`src/rtl/elevator_pkg.sv`:
```
// Shared elevator types: simulation mode, dwell FSM states, shaft geometry.
// Latency: n/a (types and pure functions only).
// Backpressure: n/a.
package elevator_pkg;

  typedef enum logic [1:0] {
    START  = 2'd0,
    SIM    = 2'd1,
    PAUSE  = 2'd2,
    ENDING = 2'd3
  } state_t;

  localparam int NUM_FLOORS   = 6;
  localparam int MAX_HALF_POS = 10;

  typedef enum logic {
    DW_IDLE  = 1'b0,
    DW_DWELL = 1'b1
  } dwell_state_t;

  // Distance in half-floor units between a car position and floor f (at 2f).
  function automatic logic [4:0] half_dist(input logic [3:0] pos, input logic [2:0] floor_idx);
    logic [4:0] a;
    logic [4:0] b;
    a = {1'b0, pos};
    b = {1'b0, floor_idx, 1'b0};
    return (a >= b) ? (a - b) : (b - a);
  endfunction

endpackage

```
`src/rtl/door_dwell_timer.sv`:
```
// Per-car door dwell: opens at a flagged floor, counts DWELL_CYCLES, then clears that stop.
// Latency: door_open one edge after arriving at a flagged floor; served/clear on the last count edge.
// Backpressure: none; freeze holds state and count, sclr returns to idle.
module door_dwell_timer #(
  parameter int NF           = 6,
  parameter int DWELL_CYCLES = 8,
  parameter int CNT_W        = $clog2(DWELL_CYCLES)
) (
  input  logic          clk,
  input  logic          rst,
  input  logic [3:0]    pos,
  input  logic [NF-1:0] floor_bits,
  input  logic          en,
  input  logic          freeze,
  input  logic          sclr,
  output logic          door_open,
  output logic          served,
  output logic          clr_vld,
  output logic [2:0]    clr_idx
);
  import elevator_pkg::*;

  dwell_state_t     state_q, state_d;
  logic [CNT_W-1:0] cnt_q, cnt_d;
  logic [2:0]       floor_q, floor_d;
  logic             served_q, served_d;

  logic [7:0]       bits_ext;
  logic             at_flagged;
  logic             last_cnt;

  assign bits_ext   = 8'(floor_bits);
  // Only an exact floor stop (even half-position) inside the shaft can trigger a dwell.
  assign at_flagged = !pos[0] && (pos <= 4'(MAX_HALF_POS)) &&
                      (int'(pos[3:1]) < NF) && bits_ext[pos[3:1]];
  assign last_cnt   = (cnt_q == CNT_W'(DWELL_CYCLES - 1));

  // Next-state logic: enter on a flagged floor, count, clear the latched stop on the last count.
  always_comb begin
    state_d  = state_q;
    cnt_d    = cnt_q;
    floor_d  = floor_q;
    served_d = 1'b0;
    clr_vld  = 1'b0;
    if (sclr) begin
      state_d = DW_IDLE;
      cnt_d   = '0;
      floor_d = '0;
    end else if (!freeze) begin
      case (state_q)
        DW_IDLE: begin
          if (en && at_flagged) begin
            state_d = DW_DWELL;
            cnt_d   = '0;
            floor_d = pos[3:1];
          end
        end
        DW_DWELL: begin
          if (last_cnt) begin
            clr_vld  = 1'b1;
            served_d = 1'b1;
            state_d  = DW_IDLE;
            cnt_d    = '0;
          end else begin
            cnt_d = cnt_q + CNT_W'(1);
          end
        end
      endcase
    end
  end

  // State, counter, latched stop floor and served pulse registers.
  always_ff @(posedge clk or negedge rst) begin
    if (!rst) begin
      state_q  <= DW_IDLE;
      cnt_q    <= '0;
      floor_q  <= '0;
      served_q <= 1'b0;
    end else begin
      state_q  <= state_d;
      cnt_q    <= cnt_d;
      floor_q  <= floor_d;
      served_q <= served_d;
    end
  end

  assign door_open = (state_q == DW_DWELL);
  assign served    = served_q;
  assign clr_idx   = floor_q;

endmodule

```
`src/rtl/floor_request_manager.sv`:
```
// Latches hall/car presses, assigns hall calls to the nearer car, clears stops after door dwell.
// Latency: 1 edge from press to FloorsRequested/FloorDestinations; dwell outputs registered.
// Backpressure: none; presses are single-cycle pulses, duplicates are absorbed.
module floor_request_manager #(
  parameter int NUM_FLOORS   = elevator_pkg::NUM_FLOORS,
  parameter int DWELL_CYCLES = 8,
  parameter int CNT_W        = $clog2(DWELL_CYCLES)
) (
  input  logic                    clk,
  input  logic                    rst,
  input  logic [1:0]              simState,
  input  logic [NUM_FLOORS-1:0]   hall_btn,
  input  logic [2*NUM_FLOORS-1:0] car_btn,
  input  logic [7:0]              half_elevatorPositions,
  input  logic [1:0]              directions,
  output logic [2*NUM_FLOORS-1:0] FloorsRequested,
  output logic [2*NUM_FLOORS-1:0] FloorDestinations,
  output logic [1:0]              door_open,
  output logic [1:0]              served
);
  import elevator_pkg::*;

  state_t                  mode;
  logic [2*NUM_FLOORS-1:0] req_q, req_d;
  logic [2*NUM_FLOORS-1:0] dest_q, dest_d;
  logic [3:0]              pos [2];
  logic [1:0]              clr_vld;
  logic [2:0]              clr_idx [2];
  logic                    unused_dirs;

  assign mode   = state_t'(simState);
  assign pos[0] = half_elevatorPositions[3:0];
  assign pos[1] = half_elevatorPositions[7:4];

  // Direction is only logged downstream; it has no effect on assignment here.
  assign unused_dirs = ^directions;

  for (genvar e = 0; e < 2; e++) begin : g_car
    door_dwell_timer #(
      .NF           (NUM_FLOORS),
      .DWELL_CYCLES (DWELL_CYCLES),
      .CNT_W        (CNT_W)
    ) u_dwell (
      .clk        (clk),
      .rst        (rst),
      .pos        (pos[e]),
      .floor_bits (req_q[e*NUM_FLOORS +: NUM_FLOORS] | dest_q[e*NUM_FLOORS +: NUM_FLOORS]),
      .en         (mode == SIM),
      .freeze     (mode == PAUSE),
      .sclr       (mode == START),
      .door_open  (door_open[e]),
      .served     (served[e]),
      .clr_vld    (clr_vld[e]),
      .clr_idx    (clr_idx[e])
    );
  end

  // Request update: presses set bits, then dwell clears override so a boarding press is absorbed.
  always_comb begin
    req_d  = req_q;
    dest_d = dest_q;
    if (mode == START) begin
      req_d  = '0;
      dest_d = '0;
    end else begin
      if (mode == SIM) begin
        dest_d = dest_q | car_btn;
        for (int f = 0; f < NUM_FLOORS; f++) begin
          if (hall_btn[f] && !req_q[f] && !req_q[NUM_FLOORS+f]) begin
            // Tie goes to the left car.
            if (half_dist(pos[0], 3'(f)) <= half_dist(pos[1], 3'(f))) begin
              req_d[f] = 1'b1;
            end else begin
              req_d[NUM_FLOORS+f] = 1'b1;
            end
          end
        end
      end
      for (int e = 0; e < 2; e++) begin
        if (clr_vld[e]) begin
          req_d[e*NUM_FLOORS + int'(clr_idx[e])]  = 1'b0;
          dest_d[e*NUM_FLOORS + int'(clr_idx[e])] = 1'b0;
        end
      end
    end
  end

  // Request and destination registers.
  always_ff @(posedge clk or negedge rst) begin
    if (!rst) begin
      req_q  <= '0;
      dest_q <= '0;
    end else begin
      req_q  <= req_d;
      dest_q <= dest_d;
    end
  end

  assign FloorsRequested   = req_q;
  assign FloorDestinations = dest_q;

endmodule

```
`config.mk`:
```
export PLATFORM = sky130hd
export DESIGN_NAME = floor_request_manager
export DESIGN_NICKNAME = d
export VERILOG_FILES = /design/src/rtl/elevator_pkg.sv /design/src/rtl/door_dwell_timer.sv /design/src/rtl/floor_request_manager.sv
export SDC_FILE = /design/constraint.sdc
export NUM_CORES = 1
export LEC_CHECK = 0
export CAP_MARGIN = 15
export CELL_PAD_IN_SITES_DETAIL_PLACEMENT = 0
export CELL_PAD_IN_SITES_GLOBAL_PLACEMENT = 1
export CORE_MARGIN = 3
export CORE_UTILIZATION = 37
export CTS_CLUSTER_DIAMETER = 50
export DETAILED_ROUTE_END_ITERATION = 8
export HOLD_SLACK_MARGIN = 0.08
export PLACE_DENSITY_LB_ADDON = 0.1
export SKIP_LAST_GASP = 1
export SLEW_MARGIN = 10
export SYNTH_ARGS = -nofsm -noshare
export SYNTH_HDL_FRONTEND = slang
export SYNTH_SLANG_ARGS = --single-unit
```
`constraint.sdc`:
```
create_clock -name clk -period 1.6 [get_ports clk]
set_input_delay 0.16 -clock clk [delete_from_list [all_inputs] [get_ports clk]]
set_output_delay 0.16 -clock clk [all_outputs]
set_load 0.05 [all_outputs]
```
==> impl_metrics.py, run 1 <==
metrics = {
    "floorplanning": {
        "boundaryPins": 60,
        "die_h_um": 106,
        "num_rows": 36,
        "start_util_pct": 38.2,
        "coreArea_mm2": 0.00977,
        "die_w_um": 106,
        "dieArea_mm2": 0.0113,
    },
    "hold_path": {
        "hp-class": "input pin to register",
        "min_from": "half_elevatorPositions[1]",
    },
    "setup_path": {
        "arrival_ns": 2.33,
        "endpoint": "FloorsRequested[8]",
        "crit_path_end_kind": "register",
        "worstReg2RegEnd": "FloorsRequested[6]",
        "path_common_cell": "a21oi_1",
        "critPathTopFamily": "compound AO/OA/AOI/OAI gates",
        "worstPathMaxFanout": 3,
        "slowest_stage": "ha_1",
        "critPathKind": "input pin to register",
        "rrSetupSlack_ns": -0.07,
        "crit_required_ns": 1.81,
        "crit_cells": 13,
        "r2r_cells": 6,
        "crit_start": "half_elevatorPositions[2]",
        "critPathMaxStageDelay_ns": 0.28,
        "path_cells": "buf_8 -> clkinvlp_4 -> buf_6 -> buf_4 -> ha_4 -> o21ai_4 -> mux2i_1 -> ha_1 -> and4_1 -> a21oi_1 -> o31a_1 -> a21oi_1 -> a211oi_1",
        "reg2reg_from": "g_car[1].u_dwell.cnt_q[1]",
        "path_buf_inv": 4,
        "start_kind": "input pin",
    },
    "placed_design": {
        "place_area_mm2": 0.00543,
        "dp_cells": 712,
        "portBuffers": 57,
        "globalplace.congestion": 0.886,
        "hpwl_mm": 9.51,
    },
    "logic_synthesis": {
        "synth_nets": 525,
        "synthFlopType": "dfrtp_1",
        "synth_edf_count": 0,
        "syn-instance-count": 431,
        "avgSynthCellArea_um2": 8.65,
        "async_flop_share_pct": 100,
        "synth_area_mm2": 0.00373,
        "synth_cell_type_count": 57,
        "seq_area_frac_synth_pct": 26.8,
        "yosys_warnings": 0,
        "ys_seq_elements": 40,
    },
    "cts": {
        "numCtsBuffers": 5,
        "root_buffer": "clkbuf_8",
        "max-clock-path-buffers": 2,
        "clk_latency_ns": 0.30,
        "ctsHtreeMaxLevel": 2,
        "path_clk_slew_ns": 0.07,
        "cts_tree": "done",
        "cts_sinks": 40,
    },
    "sta": {
        "min_period_over_period_pct": 133,
        "rsz0062_at_grt": "yes",
        "period_needed_ns": 2.12,
        "fin_skew_ns": 0.00485,
        "finalHoldViolations": 0,
        "slew_violations": 0,
        "max_freq_mhz": 472,
        "setup_viol": 21,
        "finalSetupTns_ns": -4.43,
        "setup_slack_ns": -0.520,
    },
    "layout": {
        "diodes": 0,
        "area_growth_syn_to_layout_pct": 77.8,
        "fillers": 784,
        "drive_above_1_share_pct": 52.4,
        "final_cell_area_mm2": 0.00663,
        "stdcell_count": 761,
        "finalNetCount": 721,
    },
    "drt": {
        "postRouteAntennaNets": 0,
        "first_iter_violations": 115,
        "vias": 3971,
        "wirelength_mm": 12.6,
        "viasPerCell": 5.22,
        "detail_route.drc_violations": 0,
        "firstDrtPassIters": 4,
        "wl_per_cell_um": 16.6,
    },
    "grt": {
        "overflow": 0,
        "antenna_found_initial": 0,
        "grt_first_pass_wirelength_mm": 20.1,
        "grt_max_degree": 24,
        "grt_pass1_vias": 4083,
        "track_usage_pct": 22.1,
    },
    "power_and_ir_drop": {
        "power.density_mw_per_mm2": 623,
        "ir_drop_v": 0.000604,
        "power_leakage_nw": 2.90,
    },
    "run_status": {
        "failed_checks": "negative setup slack",
        "status": "finished, violations left",
    },
    "run": {
        "drv_cap": 0,
    },
}
[layout make-up]
class / count / area, µm² / area share (%)
flip-flops and latches: 40 / 1010 / 15.2
inverters: 20 / 139 / 2.09
multi-input cells: 357 / 3440 / 51.9
well taps: 133 / 166 / 2.51
clock buffers: 8 / 90.1 / 1.36
repair buffers: 203 / 1780 / 26.9
[timing repair]
| item | in CTS | in global routing |
|---|---|---|
| endpoints found under the setup margin | 36 | 37 |
| gates resized for setup | 127 | 85 |
| pin swaps | 77 | 77 |
| buffers inserted | 33 | 13 |
| hold buffers | 1 | 0 |
| endpoints found under the hold margin | 17 | 0 |
[flip-flops by register name, summed over array words and instances, names as in the netlist]
name / count
g_car.u_dwell.served: 2
g_car.u_dwell.clr_idx: 6
FloorsRequested: 12
g_car.u_dwell.cnt_q: 6
g_car.u_dwell.door_open: 2
FloorDestinations: 12
[worst min path at each step]
stage	endpoint	slack, ns	cells past startpoint
final	g_car[0].u_dwell.clr_idx[0]	0.26	4
after global routing	g_car[0].u_dwell.clr_idx[0]	0.26	4
after CTS	g_car[1].u_dwell.cnt_q[1]	0.34	2
after detailed placement	g_car[1].u_dwell.cnt_q[1]	0.13	1
after global placement	g_car[1].u_dwell.cnt_q[1]	0.13	1
after floorplan	FloorDestinations[0]	-0.14	0
[cells in the mapped netlist (2+ instances only)]
cell / n / area (µm²)
a211oi_1: 5 / 37.5
a21oi_1: 45 / 225
a221o_1: 7 / 70.1
a221oi_1: 4 / 35.0
a31oi_1: 2 / 12.5
a32o_1: 5 / 50.1
a32oi_1: 4 / 35.0
and2_1: 5 / 31.3
and3_1: 6 / 37.5
and4_1: 3 / 26.3
buf_1: 2 / 7.51
buf_2: 3 / 15.0
buf_4: 4 / 30.0
clkbuf_1: 4 / 15.0
conb_1: 2 / 7.51
dfrtp_1: 40 / 1000
ha_1: 62 / 776
inv_1: 17 / 63.8
inv_2: 2 / 7.51
mux2i_1: 7 / 70.1
nand2_1: 31 / 116
nand2b_1: 7 / 43.8
nand3_1: 7 / 35.0
nand4_1: 2 / 12.5
nor2_1: 45 / 169
nor2b_1: 15 / 93.8
nor3_1: 10 / 50.1
nor3b_1: 3 / 22.5
o211ai_1: 3 / 22.5
o21a_1: 8 / 60.1
o21ai_0: 22 / 110
o21ai_1: 3 / 15.0
o22ai_1: 3 / 18.8
o31ai_1: 7 / 52.6
or3_1: 2 / 12.5
xnor2_1: 11 / 96.3
xor2_1: 3 / 26.3
[placed cells by master (no fill, tap or decap), types with 4 or more instances in the layout]
cell	instances
ha_2	11
dfrtp_2	8
ha_4	24
nand2_2	4
nor2b_1	14
a221o_1	7
buf_4	148
o21ai_0	4
a32o_1	5
buf_6	21
xnor2_1	8
o21ai_4	5
clkbuf_8	6
nand2b_1	5
nor2_1	39
o31ai_2	5
clkdlybuf4s50_1	18
a21oi_2	10
ha_1	27
o21ai_1	10
mux2i_1	6
dfrtp_1	32
and2_1	4
nor3_2	4
nor2_4	4
a21oi_1	34
nor3_1	6
nand3_1	6
nand2_1	24
buf_12	9
and3_4	5
o21ai_2	7
o21a_1	8
inv_1	8
[worst reg2reg max path: cells and delay by family (launching register included)]
| family | cells | cell delay [ns] |
|---|---|---|
| DFF | 1 | 0.39 |
| AOI/OAI and AO/OA | 2 | 0.50 |
| adders and majority gates | 2 | 0.36 |
| and+or+nand+nor | 2 | 0.34 |
[metrics by stage]
step | hold slack [ns] | power [mW] | setup slack, ns | util [%]
2_1_floorplan | -0.136 | 2.26 | -0.676 | -
3_3_place_gp | 0.127 | 2.97 | -1.38 | 55.6
3_5_place_dp | 0.133 | 3.01 | -1.52 | 55.6
4_1_cts | 0.339 | 3.93 | -0.542 | 63.0
5_1_grt | 0.261 | 4.37 | -0.603 | 67.8
6_report | 0.259 | 4.13 | -0.520 | 67.8
[routing by layer]
layer / global-route usage (%) / vias up / wire, µm
met5: 0 / - / 0
met4: 5.55 / 0 / 218
met3: 2.06 / 19 / 261
met2: 40.5 / 72 / 6660
met1: 27.6 / 1916 / 5460
li1: - / 1964 / -
[report_power, final]
group | switching [mW] | internal [mW]
sequential | 0.0973 | 1.11
combinational | 1.19 | 1.03
clock | 0.349 | 0.352
[kinds of logic after synthesis]
logic type | count (synthesis) | share of synthesized area, %
multiplexers | 8 | 2.18
other | 2 | 0.201
AO/OA/AOI/OAI | 129 | 23.5
adder cells (fa/ha/maj) | 62 | 20.8
flip-flops | 40 | 26.8
AND/OR/NAND/NOR | 142 | 19.1
XOR/XNOR | 14 | 3.29
buffers and inverters | 34 | 4.13
No activity file was read; power rests on OpenSTA's default activity.
==> inputs of run 2 (changes only) <==
Settings changed: CORE_UTILIZATION 37 to 38, SYNTH_HIERARCHICAL from default to 1.
==> impl_metrics.py, run 2 <==
metrics = {
    "run_status": {
        "failed_checks": "negative setup slack",
        "status": "finished, violations left",
    },
    "placed_design": {
        "place_area_mm2": 0.00581,
        "portBuffers": 57,
        "dpl_worst_slack_ns": -1.51,
        "hpwl_mm": 10.2,
        "globalplace.congestion": 0.831,
        "dp_cells": 757,
    },
    "logic_synthesis": {
        "ys_seq_elements": 40,
        "yosysMostFrequentCell": "ha_1",
        "syn-instance-count": 462,
        "synth_top_area_share_pct": 25.0,
        "synth_top_area_cell": "dfrtp_1",
        "synth_cell_type_count": 61,
        "synth_edf_count": 0,
        "synthFlopType": "dfrtp_1",
        "synth_common_cells": "57 x ha_1, 40 x dfrtp_1, 33 x nand2_1, 33 x nor2_1, 32 x o21ai_0",
        "synth_area_mm2": 0.00400,
        "avgSynthCellArea_um2": 8.65,
        "async_flop_share_pct": 100,
        "seq_area_frac_synth_pct": 25.0,
        "yosys_warnings": 6,
        "synth_area_leaders": "dfrtp_1 25%, ha_1 18%, o21ai_0 4.0%",
    },
    "floorplanning": {
        "num_rows": 36,
        "dieArea_mm2": 0.0118,
        "die_w_um": 109,
        "die_h_um": 109,
        "start_util_pct": 40.0,
        "boundaryPins": 60,
        "coreArea_mm2": 0.0100,
    },
    "drt": {
        "vias": 4345,
        "wirelength_mm": 14.1,
        "first_iter_violations": 180,
        "firstDrtPassIters": 4,
        "detail_route.drc_violations": 0,
        "postRouteAntennaNets": 0,
        "wl_per_cell_um": 17.9,
        "viasPerCell": 5.49,
    },
    "cts": {
        "path_clk_slew_ns": 0.08,
        "numCtsBuffers": 5,
        "cts_sinks": 40,
        "root_buffer": "clkbuf_8",
        "cts_tree": "done",
        "max-clock-path-buffers": 2,
        "ctsHtreeMaxLevel": 2,
        "clk_latency_ns": 0.31,
    },
    "sta": {
        "setup_slack_ns": -0.752,
        "fin_skew_ns": 0.00511,
        "rsz0062_at_grt": "yes",
        "slew_violations": 0,
        "period_needed_ns": 2.35,
        "finalHoldViolations": 0,
        "min_period_over_period_pct": 147,
        "max_freq_mhz": 425,
        "finalSetupTns_ns": -6.98,
        "tightest_slew_ns": 0.546,
        "max_slew_margin_pct": 63.6,
        "setup_viol": 36,
    },
    "grt": {
        "antenna_found_initial": 0,
        "grt_pass1_vias": 4607,
        "overflow": 0,
        "track_usage_pct": 24.3,
        "grt_max_degree": 41,
        "grt_first_pass_wirelength_mm": 22.6,
    },
    "setup_path": {
        "worstPathMaxFanout": 6,
        "crit_path_end_kind": "register",
        "critPathKind": "input pin to register",
        "slowest_stage": "a221o_1",
        "path_buf_inv": 3,
        "arrival_ns": 2.59,
        "path_cells": "buf_8 -> clkinvlp_4 -> ha_4 -> inv_2 -> ha_4 -> a21o_4 -> nand2_2 -> o21ai_1 -> a221o_1 -> ha_1 -> and4_1 -> a221o_1 -> a211o_1 -> a21oi_2",
        "start_kind": "input pin",
        "crit_required_ns": 1.84,
        "critPathMaxStageDelay_ns": 0.36,
        "critPathTopFamily": "compound AO/OA/AOI/OAI gates",
    },
    "layout": {
        "final_cell_area_mm2": 0.00693,
        "stdcell_count": 792,
        "mostFrequentLayoutCells": "146 x buf_4, 29 x nand2_1, 27 x nor2_1, 26 x ha_4, 25 x ha_1",
        "area_growth_syn_to_layout_pct": 73.5,
        "fillers": 822,
        "finalNetCount": 747,
        "drive_above_1_share_pct": 56.8,
        "diodes": 0,
        "layout_commonest_cell": "buf_4",
        "final_util_pct": 69.3,
    },
    "hold_path": {
        "hp-class": "input pin to register",
    },
    "power_and_ir_drop": {
        "ir_drop_v": 0.000663,
        "power.density_mw_per_mm2": 669,
        "power_leakage_nw": 3.00,
    },
    "run": {
        "drv_cap": 0,
    },
}
==> run 2: changes by cell type after synthesis, sizes merged, moves of 6 or more <==
cell    previous run  this run
or2                1        19
a21oi             45        28
inv               19        31
nor2              45        33
o21ai             26        37
nor3              11         2
a31oi              2        10
o221ai             0         8
a221o              8         2
==> run 2: report_power, final <==
part | total (mW) | switching [mW] | internal, mW
Combinational | 2.60 | 1.39 | 1.21
Clock | 0.727 | 0.374 | 0.352
Sequential | 1.31 | 0.142 | 1.17
Total | 4.64 | 1.91 | 2.73
==> run 2: layout make-up <==
type                            instances  area [µm²]  share of cell area [%]
Multi-Input combinational cell        380        3800                    54.9
Timing Repair Buffer                  199        1680                    24.2
Sequential cell                        40        1020                    14.8
Inverter                               32         171                    2.47
Tap cell                              133         166                    2.40
Clock buffer                            8        90.1                    1.30
==> run 2: final timing paths <==
path,from,to,slack (ns),cells past startpoint
min in group asynchronous,rst,g_car[0].u_dwell/clr_idx[1],0.46,3
setup reg to reg,g_car[1].u_dwell/cnt_q[0],FloorDestinations[6],-0.16,8
max in group asynchronous,rst,FloorDestinations[9],0.72,3
hold / removal,car_btn[8],FloorDestinations[8],0.44,3
setup / recovery,half_elevatorPositions[6],FloorsRequested[5],-0.75,14
hold reg to reg,FloorDestinations[10],FloorDestinations[10],0.54,2
==> run 2: metal layers <==
| metal | vias up | global-route usage [%] | share of wire, % |
|---|---|---|---|
| li1 | 2098 | - | - |
| met1 | 2116 | 29.9 | 42 |
| met2 | 105 | 43.4 | 51 |
| met3 | 26 | 2.99 | 3.4 |
| met4 | 0 | 8.84 | 2.7 |
| met5 | - | 0 | 0 |
==> run 2: cells by family (layout without fill, tap and decap cells) <==
logic type | count (synthesis) | after routing | share of synthesized area (%)
AO/OA/AOI/OAI | 133 | 133 | 23.4
XOR/XNOR | 11 | 11 | 2.41
adder cells (fa/ha/maj) | 57 | 57 | 17.8
buffers and inverters | 43 | 239 | 4.20
flip-flops | 40 | 40 | 25.0
multiplexers | 16 | 16 | 4.76
other | 2 | 3 | 0.188
AND/OR/NAND/NOR | 160 | 160 | 22.2
==> run 2: worst register-to-register path, delay by kind of cell (launching register included) <==
kind	cells	cell delay, ns
AND/OR/NAND/NOR	3	0.42
adder cells (fa/ha/maj)	2	0.36
AO/OA/AOI/OAI	1	0.28
buffers and inverters	2	0.21
flip-flops	1	0.37
==> run 2: timing repair <==
item,CTS,global route
endpoints found under the hold margin,40,0
pin swaps,56,40
gates resized for setup,163,62
endpoints found under the setup margin,38,36
hold buffers,1,0
buffers inserted,20,16
==> run 2: metrics by stage <==
step | hold WS (ns) | power (mW)
6_report | 0.442 | 4.64
4_1_cts | 0.440 | 4.47
3_3_place_gp | 0.256 | 3.44
5_1_grt | 0.465 | 4.95
2_1_floorplan | -0.136 | 2.63
3_5_place_dp | 0.265 | 3.48
